## src/rtl/clz_stream_pkg.sv

```systemverilog
// clz_stream_pkg: shared enums and default parameters for the CLZ stream engine
package clz_stream_pkg;
  localparam int DATA_W_DEF = 32;
  localparam int ADDR_W_DEF = 16;
  localparam int LEN_W_DEF = 16;
  typedef enum logic [1:0] {CLZ, CTZ, POPCNT, RSVD} mode_e;
  typedef enum logic [2:0] {IDLE, RD, CAP, WR, FIN} state_e;
endpackage

```

## src/rtl/clz_unit.sv

```systemverilog
// clz_unit: combinational CLZ/CTZ (and POPCNT when CLZ_STREAM_POPCNT_EN is defined)
module clz_unit
  import clz_stream_pkg::*;
#(
  parameter int DATA_W = DATA_W_DEF
) (
  input  logic [DATA_W-1:0] word,
  input  mode_e             mode,
  output logic [DATA_W-1:0] result
);
  localparam int CW = $clog2(DATA_W) + 1;
  logic [DATA_W-1:0] rev;
  logic [DATA_W-1:0] src;
  logic [CW-1:0] lz;
  for (genvar i = 0; i < DATA_W; i++) begin : g_rev
    assign rev[i] = word[DATA_W-1-i];
  end
  // trailing zeros are the leading zeros of the mirrored word
  assign src = (mode == CTZ) ? rev : word;
  always_comb begin
    lz = CW'(DATA_W);
    for (int k = 0; k < DATA_W; k++) lz = src[k] ? CW'(DATA_W - 1 - k) : lz;
  end
`ifdef CLZ_STREAM_POPCNT_EN
  logic [CW-1:0] pc;
  always_comb begin
    pc = '0;
    for (int k = 0; k < DATA_W; k++) pc = pc + CW'(word[k]);
  end
  assign result = DATA_W'((mode == POPCNT) ? pc : lz);
`else
  assign result = DATA_W'(lz);
`endif
endmodule

```

## src/rtl/clz_stream_engine.sv

```systemverilog
// clz_stream_engine: in-place CLZ/CTZ/POPCNT over a memory array, 3 cycles per element
// Optional popcount mode enabled by defining CLZ_STREAM_POPCNT_EN.
module clz_stream_engine
  import clz_stream_pkg::*;
#(
  parameter int DATA_W = DATA_W_DEF,
  parameter int ADDR_W = ADDR_W_DEF,
  parameter int LEN_W  = LEN_W_DEF
) (
  input  logic              clk,
  input  logic              rst,
  input  logic              start,
  input  logic [ADDR_W-1:0] arr_1,
  input  logic [LEN_W-1:0]  length,
  input  logic [1:0]        mode,
  output logic              busy,
  output logic              done,
  output logic              mem_rd_en,
  output logic [ADDR_W-1:0] mem_rd_addr,
  input  logic [DATA_W-1:0] mem_rd_data,
  output logic              mem_wr_en,
  output logic [ADDR_W-1:0] mem_wr_addr,
  output logic [DATA_W-1:0] mem_wr_data
);
  state_e state;
  mode_e mode_q;
  logic [ADDR_W-1:0] addr;
  logic [LEN_W-1:0] cnt;
  logic [DATA_W-1:0] result;
  clz_unit #(.DATA_W(DATA_W)) u_unit (
    .word  (mem_rd_data),
    .mode  (mode_q),
    .result(result)
  );
  always_ff @(posedge clk) begin
    if (rst) begin
      state       <= IDLE;
      mode_q      <= CLZ;
      addr        <= '0;
      cnt         <= '0;
      busy        <= 1'b0;
      done        <= 1'b0;
      mem_rd_en   <= 1'b0;
      mem_rd_addr <= '0;
      mem_wr_en   <= 1'b0;
      mem_wr_addr <= '0;
      mem_wr_data <= '0;
    end else begin
      case (state)
        IDLE: begin
          done <= 1'b0;
          if (start) begin
            addr        <= arr_1;
            cnt         <= length;
            mode_q      <= mode_e'(mode);
            busy        <= 1'b1;
            state       <= (length == '0) ? FIN : RD;
            mem_rd_en   <= (length != '0);
            mem_rd_addr <= arr_1;
          end
        end
        RD: begin
          mem_rd_en <= 1'b0;
          state     <= CAP;
        end
        // read data arrives this cycle; the result is captured straight into the write port
        CAP: begin
          mem_wr_data <= result;
          mem_wr_en   <= 1'b1;
          mem_wr_addr <= addr;
          state       <= WR;
        end
        WR: begin
          mem_wr_en   <= 1'b0;
          addr        <= addr + 1'b1;
          cnt         <= cnt - 1'b1;
          mem_rd_addr <= addr + 1'b1;
          mem_rd_en   <= (cnt != LEN_W'(1));
          state       <= (cnt != LEN_W'(1)) ? RD : FIN;
        end
        FIN: begin
          busy  <= 1'b0;
          done  <= 1'b1;
          state <= IDLE;
        end
        default: state <= IDLE;
      endcase
    end
  end
endmodule

```

## config.mk

```make
export PLATFORM = sky130hd
export DESIGN_NAME = clz_stream_engine
export DESIGN_NICKNAME = d
export VERILOG_FILES = /design/src/rtl/clz_stream_pkg.sv /design/src/rtl/clz_unit.sv /design/src/rtl/clz_stream_engine.sv
export SDC_FILE = /design/constraint.sdc
export NUM_CORES = 1
export LEC_CHECK = 0
export ABC_CLOCK_PERIOD_IN_PS = 5700
export BUFFER_PORTS_ARGS = -buffer_cell sky130_fd_sc_hd__buf_2
export CORE_MARGIN = 2
export CORE_UTILIZATION = 54
export CTS_CLUSTER_SIZE = 28
export DETAILED_ROUTE_END_ITERATION = 7
export GPL_TIMING_DRIVEN = 0
export PLACE_DENSITY = 0.9
export SYNTH_ARGS = -nofsm -noshare
export SYNTH_HDL_FRONTEND = slang
export SYNTH_SLANG_ARGS = --single-unit
export TNS_END_PERCENT = 50
```

## constraint.sdc

```tcl
create_clock -name clk -period 5.7 [get_ports clk]
set_clock_uncertainty 0.1 [all_clocks]
set_input_delay 0.855 -clock clk [delete_from_list [all_inputs] [get_ports clk]]
set_output_delay 0.855 -clock clk [all_outputs]
set_load 0.03 [all_outputs]
```

==> results.py, run 1 <==
metrics = {
    "critical_path": {
        "worst_setup_path_start_kind": "flop",
        "path_delay_family": "buffers and inverters",
        "path_cells": "nand2b_1 > buf_2 > clkbuf_1 > buf_1 > o21ai_0 > a2111oi_0 > o41ai_1",
        "crit_buf_inv": 3,
        "path_max_fanout": 10,
        "crit_type": "reg -> reg",
        "crit_path_top_delay_cell": "a2111oi_0",
        "end_kind": "flop",
        "critical_path_required_ps": 5820,
        "critPathArrivalTime_ps": 2780,
        "max_stage_delay_ps": 590,
    },
    "synthesis": {
        "syn_area_sq_um": 3790,
        "synth.ff_latch_count": 63,
        "netlist_instances": 531,
        "avgSynthCellArea_sq_um": 7.13,
        "yosys_warnings": 0,
        "synthArstFlopShare_pct": 0,
        "synth_edf_count": 0,
        "synth_cell_type_count": 53,
        "ys_seq_area_share_pct": 33.3,
        "yosys_most_used_dff": "dfxtp_1",
    },
    "sta": {
        "period_share_pct": 46.7,
        "tns_ps": 0,
        "drv_slew": 0,
        "min_period_ps": 2660,
        "tightest_slew_ps": 607,
        "rsz0062_at_grt": "no",
        "setup_viol": 0,
        "relSlewSlack_pct": 58.5,
        "fmax_mhz": 376,
        "hold_viol_final": 0,
    },
    "grt": {
        "grt_pass1_vias": 3936,
        "grt_usage_pct": 30.4,
        "grt_overflow": 0,
        "antenna_found_initial": 0,
        "grt_pass1_wl_mm": 18.4,
        "grt_max_degree": 12,
    },
    "cts": {
        "post_cts_resized": 0,
        "insertion_delay_ps": 350,
        "h-tree-depth": 3,
        "post-cts-setup-buffers": 0,
        "cts_inserted_buffers": 9,
        "cts_num_sinks": 63,
        "cts.path.max_buffers": 2,
        "cts_tree": "yes",
        "clockRootBuffer": "clkbuf_8",
        "postCtsHoldBufs": 0,
        "clk_pin_slew_ps": 70,
    },
    "floorplanning": {
        "die-height_um": 87.8,
        "rows": 30,
        "dieWidth_um": 87.8,
        "core_region_area_sq_um": 6790,
        "num_io_pins": 137,
        "start_util_pct": 55.8,
        "die_area_sq_um": 7700,
    },
    "place": {
        "globalplace.congestion": 0.930,
        "dpl.hpwl_mm": 8.66,
        "io_buffers": 109,
        "placed_area_sq_um": 4550,
    },
    "layout": {
        "final_cell_mix": "buf_2, a21oi_1, nand2_1",
        "design_area_sq_um": 4750,
        "n_antenna_cell": 0,
        "fill_cells": 571,
        "nets": 748,
        "drive_gt1_share_pct": 24.5,
        "syn_to_final_growth_pct": 25.3,
        "mostFrequentLayoutCell": "buf_2",
    },
    "power": {
        "irDropWorstVdd_mv": 0.203,
        "power.leakage_nw": 2.04,
        "powerDensity_nw_per_um2": 267,
    },
    "hold_path": {
        "worstHoldPathType": "reg -> reg",
    },
    "status": {
        "status": "completed",
    },
    "detailed_routing": {
        "drcViolationCount": 0,
        "drtIter0Drc": 462,
        "vias": 4536,
        "dr.pass1.iters": 5,
        "vias_per_cell": 5.84,
        "ant_nets": 0,
        "drt-total-wl_mm": 11.7,
        "wl_per_cell_um": 15.1,
    },
    "job": {
        "cap_violations": 0,
    },
}
[registers in the layout, summed over array words and instances (netlist names)]
| signal | count |
|---|---|
| done | 1 |
| cnt | 16 |
| mode_q | 2 |
| mem_rd_en | 1 |
| state | 3 |
| busy | 1 |
| mem_wr_en | 1 |
| mem_wr_data | 6 |
| mem_wr_addr | 16 |
| addr | 16 |
[final timing paths]
kind | start | endpoint | slack [ps] | cells after the start
setup reg to reg | mode_q[1] | mem_wr_data[0] | 3040 | 7
hold reg to reg | mem_wr_addr[8] | mem_wr_addr[8] | 360 | 2
hold / removal | mem_wr_addr[8] | mem_wr_addr[8] | 360 | 2
setup / recovery | mode_q[1] | mem_wr_data[0] | 3040 | 7
[tightest hold or removal path: cells and delay by family (launching register included)]
| family | cells | cell delay (ps) |
|---|---|---|
| AND/OR/NAND/NOR | 1 | 50 |
| AO/OA/AOI/OAI | 1 | 50 |
| flip-flops | 1 | 310 |
[power by group]
part           internal (W)  switching [W]
Clock              0.000211       0.000181
Sequential         0.000476      0.0000388
Combinational      0.000123       0.000238
Total              0.000810       0.000458
[stage by stage]
step                      total power, W  std cells  util (%)  worst slack [ps]  hold slack, ps
after global placement          0.000860        761      66.9              3010             341
final                            0.00127        777      69.9              3040             356
after CTS                        0.00126        777      69.9              3150             355
after global routing             0.00132        777      69.9              2990             372
after detailed placement        0.000874        761      66.9              3030             345
after floorplan                 0.000761        556         -              3440             345
[cells by family after synthesis]
kind of cell    Yosys count  synth area share (%)
xor+xnor                  2                 0.462
other cells               1                0.0990
mux                      12                  3.30
simple gates            228                  28.4
buf+inv                  70                  9.68
flops                    63                  33.3
compound gates          152                  23.7
fa+ha+maj                 3                 0.991
[cell usage after synthesis, types with 2 or more instances]
library cell  count  area, sq um
o211ai_1         11         82.6
clkbuf_1         23         86.3
nor3b_1           2         15.0
a211oi_1          6         45.0
nor2b_1           6         37.5
and3_1            5         31.3
or4_1             4         30.0
nor3_1           24          120
mux2_2            4         45.0
nand2b_1          3         18.8
nand2_1          76          285
a21oi_1          80          400
inv_1            15         56.3
nor2_1           58          218
o21ai_0          23          115
or3_1             6         37.5
a32oi_1           2         17.5
nand4b_1          2         17.5
nand3_1          16         80.1
o41ai_1           2         17.5
mux2i_1           8         80.1
ha_1              3         37.5
o311ai_0          5         43.8
a31oi_1           8         50.1
buf_4            26          195
a22oi_1           2         15.0
nand4_1           4         25.0
nor4_1           13         81.3
or4_4             2         22.5
o31ai_1           2         15.0
a221oi_1          2         17.5
buf_2             5         25.0
dfxtp_1          63         1260
[cell type report]
class / count / area [sq um] / share of cell area [%]
Clock inverter: 6 / 60.1 / 1.27
Clock buffer: 10 / 138 / 2.90
Sequential cell: 63 / 1260 / 26.6
Multi-Input combinational cell: 423 / 2250 / 47.5
Timing Repair Buffer: 109 / 546 / 11.5
Inverter: 15 / 56.3 / 1.19
Tap cell: 96 / 120 / 2.53
Buffer: 55 / 310 / 6.54
[layer usage]
| layer | up-vias | part of all wire, % | global-route usage [%] |
|---|---|---|---|
| met5 | - | 0 | 0 |
| met4 | 0 | 3.0 | 13.0 |
| li1 | 2144 | - | - |
| met3 | 45 | 10 | 5.47 |
| met1 | 2026 | 39 | 39.3 |
| met2 | 321 | 47 | 49.7 |
Note: power is estimated with default switching activity, not from simulation.
==> inputs of run 2 (changes only) <==
ABC_AREA = 1   (was not set)
ABC_CLOCK_PERIOD_IN_PS = 2300   (was 5700)
CORE_UTILIZATION = 46   (was 54)
PLACE_DENSITY = 0.81   (was 0.9)
clock period = 2.3 ns   (was 5.7 ns; I/O delays follow)
==> results.py, run 2 <==
metrics = {
    "status": {
        "status": "finished, violations left",
        "violations": "negative setup slack",
    },
    "synthesis": {
        "synth.area.top_cells": "dfxtp_1, nand2_1, inv_1",
        "synth_edf_count": 0,
        "netlist_instances": 655,
        "avgSynthCellArea_sq_um": 6.24,
        "synthArstFlopShare_pct": 0,
        "synth_top_area_share_pct": 30.9,
        "synth.most_common_cell": "nand2_1",
        "yosysTopAreaCell": "dfxtp_1",
        "yosys_most_used_dff": "dfxtp_1",
        "syn_area_sq_um": 4090,
        "ys_top_cells_by_count": "nand2_1, inv_1, o21ai_0",
        "synth.ff_latch_count": 63,
        "yosys_warnings": 0,
        "ys_seq_area_share_pct": 30.9,
        "synth_cell_type_count": 39,
    },
    "critical_path": {
        "worst_setup_path_start_kind": "flop",
        "r2r-end": "mem_wr_data[0]",
        "crit_path_top_delay_cell": "dfxtp_2",
        "critPathArrivalTime_ps": 2600,
        "r2r_slack_ps": -130,
        "crit_top_cell": "nand2_1",
        "critical_path_required_ps": 2470,
        "end_kind": "flop",
        "max_stage_delay_ps": 330,
        "rr_startpoint": "mode_q[1]",
        "crit_type": "reg -> reg",
        "path_max_fanout": 11,
        "reg2reg_depth": 29,
        "path_delay_family": "simple AND/OR/NAND/NOR gates",
        "crit_buf_inv": 4,
    },
    "place": {
        "dpl.hpwl_mm": 8.59,
        "io_buffers": 109,
        "globalplace.congestion": 0.880,
        "place_inst": 897,
    },
    "cts": {
        "h-tree-depth": 3,
        "insertion_delay_ps": 340,
        "cts_tree": "yes",
        "cts_inserted_buffers": 9,
        "clk_pin_slew_ps": 70,
        "cts_num_sinks": 63,
        "clockRootBuffer": "clkbuf_8",
        "cts.path.max_buffers": 2,
        "postCtsHoldBufs": 0,
    },
    "detailed_routing": {
        "dr.pass1.iters": 6,
        "wl_per_cell_um": 12.5,
        "drt-total-wl_mm": 11.5,
        "vias_per_cell": 5.01,
        "ant_nets": 0,
        "drtIter0Drc": 207,
        "vias": 4602,
        "drcViolationCount": 0,
    },
    "grt": {
        "grt_max_degree": 11,
        "grt_usage_pct": 22.9,
        "grt_overflow": 0,
        "antenna_found_initial": 0,
        "grt_pass1_wl_mm": 18.2,
        "grt_pass1_vias": 4042,
    },
    "floorplanning": {
        "die-height_um": 98.3,
        "rows": 34,
        "die_area_sq_um": 9650,
        "core_region_area_sq_um": 8680,
        "num_io_pins": 137,
        "start_util_pct": 47.1,
        "dieWidth_um": 98.3,
    },
    "hold_path": {
        "hp-start": "arr_1[6]",
        "hold_path_depth": 3,
        "worstHoldPathType": "in -> reg",
        "hold_end": "addr[6]",
    },
    "layout": {
        "final_cell_mix": "nand2_1, buf_2, inv_1",
        "fill_cells": 850,
        "drive_gt1_share_pct": 26.4,
        "utilization_pct": 61.6,
        "n_antenna_cell": 0,
        "ff_latch_area_sq_um": 1270,
        "syn_to_final_growth_pct": 30.9,
        "nets": 878,
        "multi_input_area_sq_um": 2330,
        "top_regs": "addr: 16 flops, cnt: 16 flops, mem_wr_addr: 16 flops",
        "mostFrequentLayoutCell": "nand2_1",
        "finalNonFillerCells": 919,
    },
    "power": {
        "powerDensity_nw_per_um2": 731,
        "irDropWorstVdd_mv": 0.292,
        "power.leakage_nw": 2.78,
    },
    "sta": {
        "fmax_mhz": 411,
        "hold_slack_ps": 145,
        "setup_viol": 2,
        "fin_ws_ps": -131,
        "min_period_ps": 2430,
        "drv_slew": 0,
        "relSlewSlack_pct": 62.0,
        "tns_ps": -166,
        "tightest_slew_ps": 571,
        "hold_viol_final": 0,
        "period_share_pct": 106,
        "rsz0062_at_grt": "yes",
    },
    "job": {
        "cap_violations": 0,
    },
}
[run 2: timing repair]
| action | CTS | global route |
|---|---|---|
| gates resized for setup | 12 | 48 |
| setup endpoints to repair | 23 | 23 |
| pin swaps | 0 | 14 |
| gates cloned | 1 | 3 |
| buffers inserted | 1 | 1 |
[run 2: area by class of cell]
cell class	instances	area share, %
inverters	106	7.51
well taps	108	2.53
repair buffers	115	11.7
clock inverters	3	1.22
multi-input cells	459	43.6
flip-flops and latches	63	23.7
clock buffers	13	2.97
plain buffers	52	6.74
[run 2: worst max path at each step]
stage,startpoint,to,slack [ps],cells after the start
6_report,mode_q[1],mem_wr_data[0],-130,29
5_1_grt,mode_q[1],mem_wr_data[0],-500,29
4_1_cts,mode_q[1],mem_wr_data[0],-130,36
3_5_place_dp,state[0],addr[14],-410,9
3_3_place_gp,state[0],addr[14],-410,9
2_1_floorplan,mode_q[0],mem_wr_data[0],70,32
[run 2: metal layers]
metal | GRT usage [%] | vias to the layer above | wire [um]
met5 | 0 | - | 0
met4 | 6.74 | 0 | 191
met3 | 5.87 | 12 | 855
met2 | 39.4 | 162 | 5580
met1 | 28.2 | 2086 | 4860
li1 | - | 2342 | -
[run 2: per-stage QoR]
stage                     area, sq um  setup slack [ps]  power (W)
after detailed placement         4860              -415    0.00268
after global routing             5350              -495    0.00415
final                            5350              -131    0.00391
after CTS                        5140              -133    0.00379
after global placement           4860              -405    0.00267
after floorplan                  4180              70.7    0.00233
[run 2: logic make-up (layout without fill, tap and decap cells)]
logic type	after synthesis	count (layout)	share of synthesized area (%)
AO/OA/AOI/OAI	156	156	21.0
buffers and inverters	158	289	18.0
AND/OR/NAND/NOR	259	259	25.9
XOR/XNOR	15	15	3.22
adder cells (fa/ha/maj)	3	3	0.919
other	1	26	0.0918
flip-flops	63	63	30.9
[run 2: worst register-to-register path: cells and delay by family, from the launching register on]
| family | cells | cell delay, ps |
|---|---|---|
| DFF | 1 | 330 |
| AOI/OAI and AO/OA | 2 | 350 |
| buffers and inverters | 4 | 420 |
| and+or+nand+nor | 23 | 1170 |
[run 2: report_power, final]
part           internal, W  switching (W)  leakage [nW]
combinational     0.000507       0.000939          2.15
sequential         0.00124       0.000128         0.518
clock             0.000669       0.000430         0.114
==> inputs of run 3 (changes only) <==
CORE_UTILIZATION = 32   (was 46)
PLACE_DENSITY = 0.61   (was 0.81)
==> results.py, run 3 (synthesis gave the netlist of run 2 again) <==
metrics = {
    "layout": {
        "nets": 879,
        "syn_to_final_growth_pct": 35.8,
        "n_antenna_cell": 0,
        "drive_gt1_share_pct": 26.8,
        "top_regs": "addr: 16 flops, cnt: 16 flops, mem_wr_addr: 16 flops",
        "mostFrequentLayoutCell": "nand2_1",
        "final_cell_mix": "nand2_1, buf_2, inv_1",
    },
    "grt": {
        "grt_overflow": 0,
        "antenna_found_initial": 0,
        "grt_usage_pct": 17.9,
        "grt_pass1_vias": 4061,
        "grt_max_degree": 13,
        "grt_pass1_wl_mm": 19.2,
    },
    "cts": {
        "clockRootBuffer": "clkbuf_16",
        "clk_pin_slew_ps": 60,
        "cts_num_sinks": 63,
        "cts_inserted_buffers": 9,
        "cts.path.max_buffers": 2,
        "insertion_delay_ps": 330,
        "cts_tree": "yes",
        "h-tree-depth": 3,
        "postCtsHoldBufs": 0,
    },
    "job": {
        "cap_violations": 0,
    },
    "power": {
        "irDropWorstVdd_mv": 0.396,
        "power.leakage_nw": 2.81,
        "powerDensity_nw_per_um2": 778,
    },
    "floorplanning": {
        "dieWidth_um": 117,
        "core_region_area_sq_um": 12600,
        "die_area_sq_um": 13700,
        "rows": 41,
        "start_util_pct": 32.5,
        "num_io_pins": 137,
        "die-height_um": 117,
    },
    "place": {
        "dpl.hpwl_mm": 9.38,
        "place_ws_ps": -455,
        "globalplace.congestion": 0.849,
        "io_buffers": 109,
    },
    "hold_path": {
        "worstHoldPathType": "in -> reg",
    },
    "critical_path": {
        "r2r_slack_ps": -170,
        "path_max_fanout": 3,
        "critPathArrivalTime_ps": 2570,
        "critPathCapture": "mem_wr_data[0]",
        "r2r-end": "mem_wr_data[0]",
        "crit_top_cell": "nand2_1",
        "critPathLaunch": "mode_q[1]",
        "critical_path_required_ps": 2400,
        "crit_type": "reg -> reg",
        "path_delay_family": "simple AND/OR/NAND/NOR gates",
        "end_kind": "flop",
        "crit_cells": 36,
        "max_stage_delay_ps": 340,
        "crit_buf_inv": 2,
        "reg2reg_depth": 36,
        "crit_path_top_delay_cell": "dfxtp_2",
        "worst_setup_path_start_kind": "flop",
        "rr_startpoint": "mode_q[1]",
    },
    "sta": {
        "rsz0062_at_grt": "yes",
        "tightest_slew_ps": 596,
        "setup_viol": 2,
        "relSlewSlack_pct": 60.3,
        "hold_slack_ps": 154,
        "period_share_pct": 107,
        "min_period_ps": 2470,
        "hold_viol_final": 0,
        "fin_ws_ps": -170,
        "fmax_mhz": 405,
        "drv_slew": 0,
    },
    "detailed_routing": {
        "drtIter0Drc": 332,
        "wl_per_cell_um": 12.7,
        "ant_nets": 0,
        "vias": 4439,
        "drt-total-wl_mm": 12.5,
        "drcViolationCount": 0,
        "dr.pass1.iters": 4,
        "vias_per_cell": 4.51,
    },
    "status": {
        "violations": "negative setup slack",
        "status": "finished, violations left",
    },
}
-- run 3: repair_timing --
item                       4_1_cts  5_1_grt
pin swaps                        2       11
setup buffers                    2        2
gates resized for setup         14       47
setup endpoints to repair       23       25
cloned                           1        2
-- run 3: where the power goes --
group	total [W]	internal, W	switching [W]
Sequential	0.00137	0.00124	0.000132
Clock	0.00151	0.000981	0.000529
Combinational	0.00144	0.000496	0.000940
-- run 3: layout make-up --
| type | instances | area (sq um) |
|---|---|---|
| inverter | 106 | 402 |
| fill | 1391 | 7020 |
| multi-input combinational | 459 | 2340 |
| timing repair buffer | 116 | 637 |
| buffer | 52 | 360 |
| clock inverter | 6 | 91.3 |
| sequential | 63 | 1270 |
| clock buffer | 10 | 239 |
| tap | 172 | 215 |
-- run 3: worst min-delay path, cell delays in order --
cell	delay (ps)
buf_2	100
nand2_1	50
a21oi_1	50
-- run 3: worst min path at each step --
stage                    from              to  cells past startpoint
3_5_place_dp   mem_wr_data[3]  mem_wr_data[3]                      2
2_1_floorplan       mode_q[1]       mode_q[1]                      2
5_1_grt              arr_1[6]         addr[6]                      3
6_report              mode[0]       mode_q[0]                      3
3_3_place_gp        mem_wr_en       mem_wr_en                      2
4_1_cts               mode[0]       mode_q[0]                      3
-- run 3: per-stage QoR --
step	TNS (ps)	instances	utilization (%)	power, W	cell area [sq um]
detailed placement	-7340	961	39.3	0.00270	4940
floorplan	0	680	-	0.00233	4180
global route	-1080	984	44.2	0.00458	5550
finish	-214	984	44.2	0.00432	5550
CTS	-317	980	42.5	0.00425	5340
global placement	-7830	961	39.3	0.00270	4940
-- run 3: metal layers --
| layer | routed length, um | global-route usage [%] | vias to the layer above |
|---|---|---|---|
| li1 | - | - | 2351 |
| met1 | 5650 | 22.9 | 1979 |
| met2 | 6020 | 30.2 | 102 |
| met3 | 706 | 4.69 | 7 |
| met4 | 85 | 4.16 | 0 |
| met5 | 0 | 0 | - |
